### config.mk
export PLATFORM = sky130hd
export DESIGN_NAME = imem_loader
export DESIGN_NICKNAME = d
export VERILOG_FILES = /design/src/rtl/imem_loader.sv
export SDC_FILE = /design/constraint.sdc
export NUM_CORES = 1
export LEC_CHECK = 0
export CAP_MARGIN = 30
export CORE_AREA = 2 2 100 102
export CTS_CLUSTER_SIZE = 10
export DETAILED_ROUTE_END_ITERATION = 8
export DIE_AREA = 0 0 102 104
export SETUP_SLACK_MARGIN = 0.05
export SYNTH_ARGS = -nofsm -noshare
export SYNTH_HDL_FRONTEND = slang
export SYNTH_SLANG_ARGS = --single-unit
### constraint.sdc
create_clock -name clk -period 1.9 [get_ports clk]
set_clock_uncertainty 0.2 [all_clocks]
set_input_delay 0.475 -clock clk [delete_from_list [all_inputs] [get_ports clk]]
set_output_delay 0.475 -clock clk [all_outputs]
set_load 0.05 [all_outputs]
### src/rtl/imem_loader.sv
// imem_loader: boot-time byte-stream loader that fills the mips instruction memory and holds the core in reset.
// Define LOADER_CHECKSUM_EN to require a trailing XOR checksum byte after the last word.
module imem_loader #(
  parameter int ADDR_W    = 5,
  parameter int MEM_WORDS = 32
) (
  input  logic              clk,
  input  logic              rst_n,
  input  logic              start,
  input  logic [ADDR_W:0]   len,
  input  logic              byte_valid,
  input  logic [7:0]        byte_data,
  output logic              byte_ready,
  output logic              imem_we,
  output logic [ADDR_W-1:0] imem_addr,
  output logic [31:0]       imem_wdata,
  output logic              cpu_rst_n,
  output logic              busy,
  output logic              done,
  output logic              err
);

`ifdef LOADER_CHECKSUM_EN
  typedef enum logic [2:0] {
    S_IDLE  = 3'd0,
    S_ARM   = 3'd1,
    S_RECV  = 3'd2,
    S_WRITE = 3'd3,
    S_DONE  = 3'd4,
    S_CHECK = 3'd5,
    S_ERROR = 3'd6
  } state_t;
`else
  typedef enum logic [2:0] {
    S_IDLE  = 3'd0,
    S_ARM   = 3'd1,
    S_RECV  = 3'd2,
    S_WRITE = 3'd3,
    S_DONE  = 3'd4
  } state_t;
`endif

  localparam logic [ADDR_W:0] LP_MAX_LEN = (ADDR_W+1)'(MEM_WORDS);
  localparam logic [ADDR_W:0] LP_ONE     = (ADDR_W+1)'(1);

  state_t            r_state;
  logic [ADDR_W:0]   r_eff_len;
  logic [ADDR_W-1:0] r_word_addr;
  logic [1:0]        r_byte_cnt;
  logic [23:0]       r_shift;
  logic              r_byte_ready;
  logic              r_imem_we;
  logic [ADDR_W-1:0] r_imem_addr;
  logic [31:0]       r_imem_wdata;
  logic              r_cpu_rst_n;
  logic              r_busy;
  logic              r_done;

  logic [ADDR_W:0]   w_clamp_len;
  logic              w_xfer;
  logic              w_last_word;
  logic              w_can_start;

`ifdef LOADER_CHECKSUM_EN
  logic [7:0]        r_csum;
  logic              r_err;

  function automatic logic [7:0] f_xor_word(input logic [31:0] word);
    f_xor_word = word[31:24] ^ word[23:16] ^ word[15:8] ^ word[7:0];
  endfunction

  assign err = r_err;
`else
  assign err = 1'b0;
`endif

  assign w_clamp_len = (len > LP_MAX_LEN) ? LP_MAX_LEN : len;
  assign w_xfer      = byte_valid & r_byte_ready;
  assign w_last_word = ({1'b0, r_word_addr} == (r_eff_len - LP_ONE));

  // A new load may begin only from a resting state.
  always_comb begin
    w_can_start = 1'b0;
    case (r_state)
      S_IDLE, S_DONE: w_can_start = 1'b1;
`ifdef LOADER_CHECKSUM_EN
      S_ERROR:        w_can_start = 1'b1;
`endif
      default:        w_can_start = 1'b0;
    endcase
  end

  // Loader FSM with all outputs registered.
  always_ff @(posedge clk or negedge rst_n) begin
    if (!rst_n) begin
      r_state      <= S_IDLE;
      r_eff_len    <= {(ADDR_W+1){1'b0}};
      r_word_addr  <= {ADDR_W{1'b0}};
      r_byte_cnt   <= 2'd0;
      r_shift      <= 24'd0;
      r_byte_ready <= 1'b0;
      r_imem_we    <= 1'b0;
      r_imem_addr  <= {ADDR_W{1'b0}};
      r_imem_wdata <= 32'd0;
      r_cpu_rst_n  <= 1'b0;
      r_busy       <= 1'b0;
      r_done       <= 1'b0;
`ifdef LOADER_CHECKSUM_EN
      r_csum       <= 8'd0;
      r_err        <= 1'b0;
`endif
    end else begin
      r_imem_we <= 1'b0;
      if (start && w_can_start) begin
        // ARM gives the registered eff_len a cycle before the zero-length decision.
        r_state      <= S_ARM;
        r_eff_len    <= w_clamp_len;
        r_word_addr  <= {ADDR_W{1'b0}};
        r_byte_cnt   <= 2'd0;
        r_shift      <= 24'd0;
        r_byte_ready <= 1'b0;
        r_busy       <= 1'b1;
        r_done       <= 1'b0;
        r_cpu_rst_n  <= 1'b0;
`ifdef LOADER_CHECKSUM_EN
        r_csum       <= 8'd0;
        r_err        <= 1'b0;
`endif
      end else begin
        case (r_state)
          S_ARM: begin
            if (r_eff_len == {(ADDR_W+1){1'b0}}) begin
              r_state     <= S_DONE;
              r_busy      <= 1'b0;
              r_done      <= 1'b1;
              r_cpu_rst_n <= 1'b1;
            end else begin
              r_state      <= S_RECV;
              r_byte_ready <= 1'b1;
            end
          end
          S_RECV: begin
            if (w_xfer) begin
              r_shift    <= {r_shift[15:0], byte_data};
              r_byte_cnt <= r_byte_cnt + 2'd1;
              if (r_byte_cnt == 2'd3) begin
                r_state      <= S_WRITE;
                r_byte_ready <= 1'b0;
                r_imem_we    <= 1'b1;
                r_imem_addr  <= r_word_addr;
                r_imem_wdata <= {r_shift, byte_data};
              end
            end
          end
          S_WRITE: begin
            r_word_addr <= r_word_addr + {{(ADDR_W-1){1'b0}}, 1'b1};
            r_byte_cnt  <= 2'd0;
`ifdef LOADER_CHECKSUM_EN
            r_csum      <= r_csum ^ f_xor_word(r_imem_wdata);
            if (w_last_word) begin
              r_state      <= S_CHECK;
              r_byte_ready <= 1'b1;
            end else begin
              r_state      <= S_RECV;
              r_byte_ready <= 1'b1;
            end
`else
            if (w_last_word) begin
              r_state     <= S_DONE;
              r_busy      <= 1'b0;
              r_done      <= 1'b1;
              r_cpu_rst_n <= 1'b1;
            end else begin
              r_state      <= S_RECV;
              r_byte_ready <= 1'b1;
            end
`endif
          end
`ifdef LOADER_CHECKSUM_EN
          S_CHECK: begin
            if (w_xfer) begin
              r_byte_ready <= 1'b0;
              r_busy       <= 1'b0;
              if (byte_data == r_csum) begin
                r_state     <= S_DONE;
                r_done      <= 1'b1;
                r_cpu_rst_n <= 1'b1;
              end else begin
                r_state <= S_ERROR;
                r_err   <= 1'b1;
              end
            end
          end
`endif
          default: r_state <= r_state;
        endcase
      end
    end
  end

  assign byte_ready = r_byte_ready;
  assign imem_we    = r_imem_we;
  assign imem_addr  = r_imem_addr;
  assign imem_wdata = r_imem_wdata;
  assign cpu_rst_n  = r_cpu_rst_n;
  assign busy       = r_busy;
  assign done       = r_done;

endmodule
-- Yosys cells after proc, flatten, opt, wreduce, memory -nomap -nowiden
Cells that the tools add are included.
- register bits after elaboration: 81
- bitwise logic cells: 2
- eq/ne operators: 12
- order comparisons: 1
- $add $sub $neg: 3
- reduce and logical (&&, ||, !) cells: 16
- multiplexer cells: 34
- operators by type and width (operator ; number):
    $mux W24 ; 3
    $ne A3 B3 Y1 const B ; 6
    $mux W1 ; 16
    $mux W3 ; 5
    $mux W5 ; 2
    $pmux W3 S3 ; 1
    $eq A3 B2 Y1 const B ; 2
    $eq A5 B6 Y1 ; 1
    $gt A6 B6 Y1 const B ; 1
    $logic_not A6 Y1 ; 1
    $mux W6 ; 1
    $reduce_and A3 Y1 ; 2
    $reduce_bool A2 Y1 ; 3
    $reduce_bool A3 Y1 ; 2
    $sub A6 B1 Y6 const B ; 1
    $add A5 B1 Y5 const B ; 1
    $reduce_and A5 Y1 ; 1
    $mux W2 ; 2
    $pmux W1 S2 ; 2
    $pmux W2 S2 ; 1
    $reduce_and A2 Y1 ; 2
    $reduce_and A4 Y1 ; 1
    $reduce_bool A4 Y1 ; 1
    $eq A3 B1 Y1 const B ; 1
    9 further kinds ; 9

-- Logic depth before layout (Yosys ltp)
Gate-level depths: netlist of run 1.
- depth after elaboration: 6
- gate-level depth with buffers: 7

-- Worst setup path before layout of run 1
OpenSTA, ideal clock, no wires.
- path type: flip-flop to flip-flop
- start: reg r_byte_ready, in the netlist byte_ready
- end: reg r_imem_wdata[18], in the netlist imem_wdata[18]
- library setup time: 125 ps
- path buffers: 3
- period minus slack after synthesis: 2241 ps
- setup slack: -341 ps
- cell stages (with the launch flop): 8
- data arrival time: 1916 ps
- cells stage by stage: dfrtp_1 > nand4b_2 > or2_1 > buf_6 > nor2_8 > buf_12 > buf_12 > mux2_4
- word-level cells in the longest chain between the ends: 2
- ends and longest elaborated chain (item ; RTL line ; RTL):
    from (decl) ; 51 ; logic r_byte_ready;
    from (signal assigned) ; 101 ; r_byte_ready <= 1'b0;
    from (signal assigned) ; 121 ; r_byte_ready <= 1'b0;
    from (signal assigned) ; 139 ; r_byte_ready <= 1'b1;
    $and A1 B1 Y1 ; 78 ; assign w_xfer = byte_valid & r_byte_ready;
    $reduce_and A4 Y1 (no source line) ; n/a ;
    to (signal assigned) ; 151 ; r_imem_wdata <= {r_shift, byte_data};
    to (decl) ; 54 ; logic [31:0] r_imem_wdata;
No other way between the ends.
A chain may end at the register's enable or synchronous reset.

-- Worst setup path in the final report of run 1
- start: reg r_state[2]
- end: reg r_imem_wdata[2], in the netlist imem_wdata[2]
- word-level cells in the longest chain between the ends: 6
- ends and longest elaborated chain (item ; RTL line ; RTL):
    from (decl) ; 46 ; state_t r_state;
    from (signal assigned) ; 195 ; default: r_state <= r_state;
    $eq A3 B3 Y1 or $logic_not A3 Y1 (tied branches) ; 84 ; case (r_state)
    $reduce_or A2 Y1 ; 84 ;
    $mux W1 ; 84 ;
    $logic_and A1 B1 Y1 ; 114 ; if (start && w_can_start) begin
    $not A1 Y1 (no source line) ; n/a ;
    $reduce_and A4 Y1 (no source line) * ; n/a ;
Mark *: on every way between the ends. The rest lies on a longest branch, timed or not.

==> results of run 1 <==
==> routing by layer <==
layer	GRT usage (%)	up-vias	part of all wire (%)	routed length, µm
met3	3.23	9	3.0	226
li1	-	1169	-	-
met2	22.4	46	46	3540
met1	22.4	1222	49	3740
met4	4.86	0	1.4	106
met5	0	-	0	0
==> final cells by class <==
cell class / instances / area (µm²) / share of cell area, %
Sequential cell: 81 / 2030 / 38.2
Timing Repair Buffer: 89 / 1400 / 26.4
Inverter: 5 / 18.8 / 0.353
Tap cell: 133 / 166 / 3.13
Clock inverter: 6 / 65.1 / 1.23
Clock buffer: 10 / 138 / 2.59
Multi-Input combinational cell: 184 / 1490 / 28.1
==> per-stage QoR <==
step | total power, mW | hold slack (ns) | utilization (%) | setup WS [ns]
after floorplan | 4.33 | -0.0206 | - | -0.134
after global placement | 5.65 | 0.273 | 50.4 | -0.510
after detailed placement | 5.72 | 0.278 | 50.4 | -0.543
after CTS | 7.19 | 0.320 | 54.5 | 0.0220
after global routing | 7.67 | 0.338 | 55.6 | -0.0547
final | 7.27 | 0.317 | 55.6 | 0.0304
==> cells by family (layout without fill, tap and decap cells) <==
family                   count (synthesis)  in the layout  synth area share, %
AND/OR/NAND/NOR                         82             82                 11.8
multiplexers                            38             38                 14.0
XOR/XNOR                                 9              9                 2.23
AO/OA/AOI/OAI                           51             51                 9.19
other                                    1              1                0.106
flip-flops                              81             81                 57.2
buffers and inverters                   23            110                 4.42
adder cells (fa/ha/maj)                  3              3                 1.06
==> sequential cells by signal (all words and copies together) (netlist names) <==
| name | flops |
|---|---|
| byte_ready | 1 |
| busy | 1 |
| r_byte_cnt | 2 |
| imem_addr | 5 |
| r_shift | 24 |
| imem_we | 1 |
| done | 1 |
| r_eff_len | 6 |
| r_word_addr | 5 |
| r_state | 3 |
| imem_wdata | 32 |
==> final timing paths <==
kind	startpoint	end	slack (ns)	depth (start not counted)
min in group asynchronous	rst_n	r_state[2]	0.45	3
setup reg to reg	r_state[2]	imem_wdata[2]	0.03	6
hold / removal	r_shift[18]	imem_wdata[26]	0.32	1
max in group asynchronous	rst_n	r_shift[21]	0.70	3
setup / recovery	r_state[2]	imem_wdata[2]	0.03	6
hold reg to reg	r_shift[18]	imem_wdata[26]	0.32	1
==> cell usage in the layout, fill, tap and decap left out, drive strengths merged, types with 2 or more instances in the layout <==
cell,Yosys,routed
clkinv,0,3
xnor2,4,4
clkbuf,9,11
nand2,41,41
clkdlybuf4s50,0,15
nand3b,4,4
o21ai,12,12
a22o,10,10
nor4,3,3
o211a,2,2
a21oi,18,18
dfrtp,81,81
xor2,5,5
inv,5,6
nor3,2,2
nor2,11,11
ha,3,3
mux2,37,37
nand3,4,4
nand4,3,3
buf,9,71
nand2b,4,4
==> synth_stat cells (2+ instances only) <==
cell type / number
buf_2: 2
nor2_1: 10
xor2_1: 5
a22o_1: 10
ha_1: 3
nand3b_1: 4
nand2_1: 41
nor3_1: 2
dfrtp_1: 81
buf_12: 3
nand3_1: 4
o21ai_0: 12
inv_1: 5
o211a_1: 2
buf_4: 3
mux2_4: 18
a21oi_1: 18
nand2b_1: 4
mux2_2: 19
xnor2_1: 4
clkbuf_1: 9
nor4_1: 3
nand4_1: 3
==> what timing repair did <==
item / CTS / global route
hold endpoints to repair: 81 / 0
setup buffers: 3 / 2
endpoints found under the setup margin: 46 / 41
gates resized for setup: 26 / 13
hold buffers: 1 / 0
pin swaps: 5 / 7
cloned: 2 / 1
==> where the power goes <==
group | internal (mW) | leakage, nW | switching (mW)
clock network | 0.645 | 0.103 | 0.631
logic | 1.66 | 1.21 | 1.63
registers | 2.19 | 1.09 | 0.516
total | 4.50 | 2.41 | 2.77
==> flow_metrics.env, run 1 <==
export IMPL_yosysSeqAreaShare_pct=57.2
export IMPL_worst_path_buf_inv=2
export IMPL_core_area_um2=9550
export IMPL_setup_viol=0
export IMPL_core_rowCount=36
export IMPL_gp_congestion=0.798
export IMPL_end_kind="register"
export IMPL_cp_top_family="simple AND/OR/NAND/NOR gates"
export IMPL_grt_pass1_wl_um=12700
export IMPL_p_leak_nw=2.41
export IMPL_path_class="register to register"
export IMPL_arrival_ns=1.91
export IMPL_max_stage_delay_ns=0.38
export IMPL_critPathLaunchType="register"
export IMPL_place_hpwl_um=5130
export IMPL_synth_cell_types=46
export IMPL_port_buffers=59
export IMPL_drt_iter0_drc=100
export IMPL_drv_slew=0
export IMPL_die_x_um=102
export IMPL_drive_gt1_share_pct=36.8
export IMPL_crit_chain="nand4b_4 > or2_4 > nor2_8 > buf_12 > buf_12 > mux2_4"
export IMPL_place_area_um2=4810
export IMPL_p_per_area_nw_per_um2=1370
export IMPL_ioPinCount=61
export IMPL_slowest_stage="dfrtp_1"
export IMPL_grt_max_degree=52
export IMPL_grt_pass1_vias=2396
export IMPL_antenna_found_initial=0
export IMPL_cts_buffers=9
export IMPL_firstDrtPassIters=4
export IMPL_yosysWarnings=0
export IMPL_cts_root_buf="clkbuf_8"
export IMPL_fp_dieH_um=104
export IMPL_track_usage_pct=15.2
export IMPL_max_vdd_ir_drop_uv=685
export IMPL_tns_ns=0
export IMPL_crit_top_cell="buf_12"
export IMPL_min_path_type="register to register"
export IMPL_nNetsFinal=391
export IMPL_period_share_pct=98.4
export IMPL_synth_edf_count=0
export IMPL_h_tree_depth=3
export IMPL_drv_cap=0
export IMPL_clkTransAtPathRegs_ns=0.09
export IMPL_cts_tree="built"
export IMPL_rsz0062_at_grt="true"
export IMPL_hold_violations=0
export IMPL_num_antenna_cells=0
export IMPL_instances_no_fill=508
export IMPL_cts_sinks=81
export IMPL_avgSynthCellArea_um2=12.3
export IMPL_synthFlopType="dfrtp_1"
export IMPL_fmax_mhz=535
export IMPL_grt_overflow_total=0
export IMPL_clk_path_buf_depth=2
export IMPL_ant_nets=0
export IMPL_dp_cells=483
export IMPL_clock_latency_ns=0.35
export IMPL_start_util_pct=37.1
export IMPL_synth_nets=309
export IMPL_die_area_um2=10600
export IMPL_drc_errors=0
export IMPL_ys_ff_latch=81
export IMPL_area_growth_pct=50.0
export IMPL_cp_max_fo=8
export IMPL_drt_total_wl_um=7610
export IMPL_yosys_top_cells_area="dfrtp_1, mux2_4, mux2_2, nand2_1, a21oi_1"
export IMPL_synthCells=288
export IMPL_fin_crit_ns=1.87
export IMPL_synthArstFlopShare_pct=100
export IMPL_status="complete, no violations"
export IMPL_worstPathRequired_ns=1.94
export IMPL_syn_area_um2=3540
export IMPL_synth_top_cell_area_share_pct=57.2
export IMPL_synth_top_area_cell="dfrtp_1"
export IMPL_final_area_um2=5310
export IMPL_viasPerCell=4.81
export IMPL_vias=2446
export IMPL_wl_per_cell_um=15.0
export IMPL_fill_cells=789
Power figures use the tool's default switching activity.
==> inputs of run 2 (changes only) <==
- CAP_MARGIN: 30 -> unset
- CORE_AREA: 2 2 100 102 -> 2 2 92 111
- DIE_AREA: 0 0 102 104 -> 0 0 94 113
==> run 2 against run 1 <==
Net effect: sequential cell count stayed put; first-iteration DRC count fell by 8.0%; total power up 3.8%; hold slack worse by 0.024 ns; final cell count shrank 3.0%; critical path depth shrank 1; clock power up 27%; non-clock buffer count shrank 5; global-route usage decreased by 1.1 points; fmax rose by 0.19%; sequential power about the same; register-to-register slack about the same; largest cell class unchanged.
==> flow_metrics.env, run 2 (same netlist as run 1, synthesis figures left out) <==
export IMPL_area_growth_pct=46.6
export IMPL_p_per_area_nw_per_um2=1460
export IMPL_cts_sinks=81
export IMPL_clkTransAtPathRegs_ns=0.06
export IMPL_p_int_mw=4.74
export IMPL_fin_crit_ns=1.87
export IMPL_core_rowCount=39
export IMPL_end_kind="register"
export IMPL_multi_input_area_um2=1450
export IMPL_viasPerCell=4.85
export IMPL_grt_pass1_wl_um=12000
export IMPL_die_x_um=94
export IMPL_cts_root_buf="clkbuf_16"
export IMPL_setup_viol=0
export IMPL_max_vdd_ir_drop_uv=764
export IMPL_min_path_type="register to register"
export IMPL_start_util_pct=37.2
export IMPL_switching_share_pct=37.2
export IMPL_clk_path_buf_depth=2
export IMPL_drv_slew=0
export IMPL_fill_cells=804
export IMPL_ant_nets=0
export IMPL_place_hpwl_um=5150
export IMPL_drv_cap=0
export IMPL_seq_area_um2=2030
export IMPL_ioPinCount=61
export IMPL_grt_overflow_total=0
export IMPL_clock_power_share_pct=21.4
export IMPL_rsz0062_at_grt="true"
export IMPL_final_cell_mix="dfrtp_1, buf_12, nand2_1, buf_4, mux2_4"
export IMPL_power_frac_seq_pct=35.7
export IMPL_p_switching_mw=2.81
export IMPL_cts_buffers=9
export IMPL_status="complete, no violations"
export IMPL_final_area_um2=5190
export IMPL_cp_max_fo=3
export IMPL_fmax_mhz=536
export IMPL_place_area_um2=4790
export IMPL_grt_pass1_vias=2450
export IMPL_wl_per_cell_um=14.3
export IMPL_total_power_mw=7.55
export IMPL_track_usage_pct=14.2
export IMPL_port_buffers=59
export IMPL_layout_commonest_cell="dfrtp_1"
export IMPL_drive_gt1_share_pct=36.8
export IMPL_grt_max_degree=32
export IMPL_critPathLaunchType="register"
export IMPL_p_leak_nw=2.37
export IMPL_fp_dieH_um=113
export IMPL_drt_iter0_drc=92
export IMPL_firstDrtPassIters=4
export IMPL_nNetsFinal=386
export IMPL_core_area_um2=9520
export IMPL_die_area_um2=10600
export IMPL_period_share_pct=98.2
export IMPL_cts_tree="built"
export IMPL_vias=2393
export IMPL_num_antenna_cells=0
export IMPL_p_comb_share_pct=42.8
export IMPL_path_class="register to register"
export IMPL_drt_total_wl_um=7040
export IMPL_arrival_ns=1.86
export IMPL_worstPathRequired_ns=1.89
export IMPL_antenna_found_initial=0
export IMPL_drc_errors=0
export IMPL_clock_latency_ns=0.32
export IMPL_largest_reg_flops=32
export IMPL_gp_congestion=0.819
export IMPL_hold_violations=0
export IMPL_h_tree_depth=3
## run 2: through the flow
step	utilization (%)	setup TNS, ns	hold WS, ns	instances	setup WS (ns)
CTS	54.2	0	0.301	493	0.0425
finish	54.5	0	0.293	493	0.0339
global placement	50.3	-27.44	0.237	474	-0.536
detailed placement	50.3	-29.54	0.238	474	-0.570
floorplan	-	-3.35	-0.0206	288	-0.134
global route	54.5	-0.0895	0.329	493	-0.0296
## run 2: worst max-delay path, cell delays in order (launching register included)
cell	delay (ns)
dfrtp_1	0.39
buf_6	0.13
o31a_1	0.23
or4_4	0.49
o211ai_1	0.17
a21oi_1	0.13
## run 2: worst paths after layout
check | from | to | slack [ns] | cells after the start
worst max register to register | r_eff_len[0] | byte_ready | 0.03 | 5
worst max-delay path | r_eff_len[0] | byte_ready | 0.03 | 5
min in group asynchronous | rst_n | imem_wdata[17] | 0.43 | 2
worst min register to register | r_shift[23] | r_shift[23] | 0.29 | 2
max in group asynchronous | rst_n | r_shift[19] | 0.48 | 3
worst min-delay path | r_shift[23] | r_shift[23] | 0.29 | 2
## run 2: cell type report
class / count / area share, %
well taps: 123 / 2.97
inverters: 5 / 0.362
multi-input cells: 184 / 27.9
repair buffers: 84 / 24.1
clock inverters: 6 / 0.988
clock buffers: 10 / 4.60
flip-flops and latches: 81 / 39.1
## run 2: repair_timing
item                                    in CTS  in global routing
cloned                                       0                  0
pin swaps                                    5                  4
hold endpoints to repair                    28                  0
hold buffers                                 1                  0
buffers inserted                             2                  0
resized for setup                           15                  5
endpoints found under the setup margin      43                 36
## run 2: layer usage
layer	global-route usage (%)	share of wire, %	wire, µm	vias up
met2	22.6	51	3560	37
met3	3.00	3.1	220	2
li1	-	-	-	1161
met4	4.64	0.67	47	0
met5	0	0	0	-
met1	19.4	46	3210	1193
## run 2: power groups by stage
stage | Clock [mW] | Combinational (mW) | Sequential, mW
floorplan | 0 | 1.24 | 3.09
global placement | 0 | 2.97 | 2.70
detailed placement | 0 | 3.02 | 2.71
CTS | 1.67 | 3.19 | 2.69
global route | 1.74 | 3.47 | 2.77
finish | 1.62 | 3.24 | 2.70
